File: src/rtl/mainfsm.sv
// Multicycle processor main controller: Moore FSM sequencing fetch/decode/execute/memory/writeback.
// Outputs decode the state register only; reset asynchronously returns to FETCH.
module mainfsm (
  input  logic       clk,
  input  logic       reset,
  input  logic [1:0] op,
  input  logic [5:0] funct,
  output logic       irwrite,
  output logic       adrsrc,
  output logic       alusrca,
  output logic [1:0] alusrcb,
  output logic [1:0] resultsrc,
  output logic       nextpc,
  output logic       regw,
  output logic       memw,
  output logic       branch,
  output logic       aluop,
  output logic [3:0] state
);

  typedef enum logic [3:0] {
    S_FETCH    = 4'd0,
    S_DECODE   = 4'd1,
    S_MEMADR   = 4'd2,
    S_MEMREAD  = 4'd3,
    S_MEMWB    = 4'd4,
    S_MEMWRITE = 4'd5,
    S_EXECUTER = 4'd6,
    S_EXECUTEI = 4'd7,
    S_ALUWB    = 4'd8,
    S_BRANCH   = 4'd9,
    S_UNKNOWN  = 4'd10
  } state_e;

  logic [3:0] state_q, state_d;
  logic       unused_funct;

  assign unused_funct = ^funct[4:1];
  assign state        = state_q;

  always_comb begin
    state_d = S_FETCH;
    case (state_q)
      S_FETCH:  state_d = S_DECODE;
      S_DECODE: begin
        case (op)
          2'b00:   state_d = funct[5] ? S_EXECUTEI : S_EXECUTER;
          2'b01:   state_d = S_MEMADR;
          2'b10:   state_d = S_BRANCH;
          default: state_d = S_UNKNOWN;
        endcase
      end
      S_MEMADR:   state_d = funct[0] ? S_MEMREAD : S_MEMWRITE;
      S_MEMREAD:  state_d = S_MEMWB;
      S_EXECUTER: state_d = S_ALUWB;
      S_EXECUTEI: state_d = S_ALUWB;
      // Terminal states and illegal codes 11-15 all fall back to FETCH.
      default:    state_d = S_FETCH;
    endcase
  end

  always_ff @(posedge clk or posedge reset) begin
    if (reset) state_q <= S_FETCH;
    else       state_q <= state_d;
  end

  always_comb begin
    irwrite   = 1'b0;
    adrsrc    = 1'b0;
    alusrca   = 1'b0;
    alusrcb   = 2'b00;
    resultsrc = 2'b00;
    nextpc    = 1'b0;
    regw      = 1'b0;
    memw      = 1'b0;
    branch    = 1'b0;
    aluop     = 1'b0;
    case (state_q)
      S_FETCH: begin
        irwrite   = 1'b1;
        nextpc    = 1'b1;
        alusrca   = 1'b1;
        alusrcb   = 2'b10;
        resultsrc = 2'b10;
      end
      S_DECODE: begin
        alusrca   = 1'b1;
        alusrcb   = 2'b10;
        resultsrc = 2'b10;
      end
      S_MEMADR:   alusrcb = 2'b01;
      S_MEMREAD:  adrsrc  = 1'b1;
      S_MEMWB: begin
        resultsrc = 2'b01;
        regw      = 1'b1;
      end
      S_MEMWRITE: begin
        adrsrc = 1'b1;
        memw   = 1'b1;
      end
      S_EXECUTER: aluop = 1'b1;
      S_EXECUTEI: begin
        alusrcb = 2'b01;
        aluop   = 1'b1;
      end
      S_ALUWB:    regw = 1'b1;
      S_BRANCH: begin
        alusrcb   = 2'b01;
        resultsrc = 2'b10;
        branch    = 1'b1;
      end
      default: ;
    endcase
  end

endmodule

File: config.mk
export PLATFORM = sky130hd
export DESIGN_NAME = mainfsm
export DESIGN_NICKNAME = d
export VERILOG_FILES = /design/src/rtl/mainfsm.sv
export SDC_FILE = /design/constraint.sdc
export NUM_CORES = 1
export LEC_CHECK = 0
export ABC_CLOCK_PERIOD_IN_PS = 1800
export BUFFER_PORTS_ARGS = -buffer_cell sky130_fd_sc_hd__buf_2
export CORE_AREA = 2 2 39 41
export DETAILED_ROUTE_END_ITERATION = 6
export DIE_AREA = 0 0 41 43
export GPL_ROUTABILITY_DRIVEN = 0
export GPL_TIMING_DRIVEN = 0
export SLEW_MARGIN = 20
export SYNTH_ARGS = -nofsm -noshare
export SYNTH_HDL_FRONTEND = slang
export SYNTH_SLANG_ARGS = --single-unit
File: constraint.sdc
create_clock -name clk -period 1.8 [get_ports clk]
set_clock_uncertainty 0.1 [all_clocks]
set_input_delay 0 -clock clk [delete_from_list [all_inputs] [get_ports clk]]
set_output_delay 0 -clock clk [all_outputs]
set_load 0.02 [all_outputs]
==> results by group <==
Status
  – Outcome: completed

Cells and area
  – Largest register FFs: 4
  – Layout cell share with drive strength beyond 1: 44.6%
  – Final net count: 86
  – Cell area after layout: approximately 560 um2
  – Diodes inserted: 0
  – Area growth, synth to finish: 71.4%

Route
  – Post-route DRC: 0
  – Drt pass-1 iters: 4
  – Vias per std cell: 4.33
  – Final ANT Viol Nets: 0
  – Starting DRT DRC Count: 6
  – WL per Instance: approximately 9.4 um
  – WL final: between 800 and 900 um
  – Via count: 390

Synthesis
  – Async SR Flop Fraction: 100%
  – Synth cell types: 20
  – Synth Area in Simple Gates: 37.0%
  – Mapped cell area: 328 um2
  – Synth Area in Compound Gates: about an eighth
  – Post-synth EDFFs: 0
  – Post-synthesis mux area share: 0%
  – Synth area leaders: dfrtp_1, buf_6, nand3b_1
  – Seq/Total Area, Yosys: around 31%
  – Share of Yosys cell area claimed by the top area cell type: between 30% and 40%
  – Synth warn: 0
  – Synth Net Count: 53
  – Post-Synth Adder-Cell Area: 0%
  – Most used DFF post-synth: dfrtp_1
  – Yosys top cell by area: dfrtp_1
  – Register bit total from synthesis: 4
  – Synthesized area per cell: roughly 7.6 um2
  – Post-Synth XOR/XNOR Area: under 10%
  – Most frequent cells after synthesis: a21oi_1, dfrtp_1, nor2_1
  – Cell count after synthesis: 43
  – Largest family of logic cells by synthesized area: simple AND/OR/NAND/NOR gates

Timing
  – RSZ-0062 raised after global routing: no
  – Final min period: between 1500 and 2000 ps
  – Slew @ Worst Pin: 438 ps
  – Peak Freq: about 570 MHz
  – Fin crit share: between 90% and 100%
  – Final Hold Fails: 0
  – Finish-stage setup viols: 0
  – Setup TNS: 0 ps
  – Max Slew Vio Count: 0
  – Max transition margin: roughly 70%

Floorplanning
  – Die Width: ~41 um
  – Core area: roughly 1400 um2
  – I/O pins: 26
  – Die Span Y: ~43 um
  – Total die area: 1760 um2
  – Std-Cell Rows: 14
  – Initial Util: around a quarter

GRT
  – Largest net degree at the start of global routing: 11
  – First-pass GRT wire length: between 1 and 1.5 mm
  – GRT Util Overall: 9.79%
  – Initial antenna violation count: 0
  – Vias in the first global route: roughly 290
  – Grt total ovfl: 0

Placed design
  – Port bufs: 21
  – Hpwl dp: just over 600 um
  – DP Area: 458 um2

Worst setup path
  – CP max FO: 5
  – Startpoint type of the worst setup path: flop
  – CP required: around 1700 ps
  – FF-to-FF path depth: 3
  – WS Path Type: flop to output pin
  – Critical Path Sink Type: output pin
  – Critical Path AT: approximately 1600 ps

Clocking
  – Root buffer cell: clkbuf_4
  – Num CTS Buffers: 3
  – Clock sink count: 4
  – Skew-Pair Late Insertion Delay: around 230 ps
  – # H-tree levels: 1
  – CTS tree: built
  – Clk pin slew, worst setup/hold paths: ~40 ps
  – Bufs on Longest Clock Path: 2

Hold path
  – Hold crit path type: input port to async pin

Power
  – Max VDD drop: between 0.0004 and 0.0005 V
  – Pleak: between 0.2 and 0.3 nW
  – PD cells: approximately 2000 nW/um2
  – Overall power: roughly 0.0011 W

Flow run
  – Max_cap viols: 0
repair_timing:
| item | 4_1_cts | 5_1_grt |
|---|---|---|
| pin swaps | 1 | 3 |
| endpoints found under the setup margin | 1 | 3 |
| hold buffers | 5 | 0 |
| endpoints found under the hold margin | 8 | 0 |
| setup buffers | 0 | 3 |
| resized for setup | 3 | 1 |
where the power goes:
| group | total (W) | internal [W] | switching, W |
|---|---|---|---|
| sequential | 0.000202 | 0.000131 | 0.0000719 |
| combinational | 0.000811 | 0.000354 | 0.000457 |
| clock | 0.000108 | 0.0000743 | 0.0000334 |
cells in the final DEF, fill, tap and decap left out, types with 3 or more instances in the layout:
cell type	netlist	routed
nand3b_1	3	3
dfrtp_1	4	3
buf_2	0	20
clkbuf_4	0	3
dlygate4sd3_1	0	5
nor2_1	4	4
a21oi_1	4	4
buf_6	2	3
buf_4	1	4
inv_1	3	3
o21ai_0	3	3
worst max-delay path, stage by stage (launching register included):
cell and delay (ps):
dfrtp_1 370, buf_6 120, or2_1 210, buf_6 130, or3b_1 380, nand3_2 90
buf_6 110
final cells by class:
cell class	instances	area [um2]
Fill cell	156	822
Tap cell	16	20.0
Sequential cell	4	101
Buffer	4	33.8
Multi-Input combinational cell	31	189
Timing Repair Buffer	29	184
Inverter	3	11.3
Clock buffer	3	22.5
per-layer routing:
metal | wire (um) | up-vias | track usage, %
met5 | 0 | - | 0
met4 | 0 | 0 | 8.00
met3 | 68 | 0 | 3.14
met2 | 407 | 18 | 15.9
met1 | 372 | 170 | 9.15
li1 | - | 202 | -
logic make-up (layout without fill, tap and decap cells):
group | count (synthesis) | count (layout)
xor+xnor | 2 | 2
buf+inv | 8 | 39
simple gates | 21 | 21
flops | 4 | 4
compound gates | 8 | 8
through the flow:
step	hold slack [ps]	instances	setup WS (ps)	utilization (%)
after floorplan	-334	43	184	-
after global placement	-220	80	240	33.1
after detailed placement	-218	80	217	33.1
after CTS	92.8	88	20.3	39.2
after global routing	112	90	3.11	40.6
final	94.3	90	56.3	40.6
path summary, 6_finish.rpt:
path | start | to | slack, ps
max | state[2]$_DFF_PP0_ | alusrcb[0] | 60
min reg2reg | state[3]$_DFF_PP0_ | state[3]$_DFF_PP0_ | 410
max in group asynchronous | reset | state[3]$_DFF_PP0_ | 1350
max reg2reg | state[1]$_DFF_PP0_ | state[2]$_DFF_PP0_ | 420
min in group clk | state[3]$_DFF_PP0_ | state[3]$_DFF_PP0_ | 410
min | reset | state[1]$_DFF_PP0_ | 90
(Power assumes the default switching activity.)
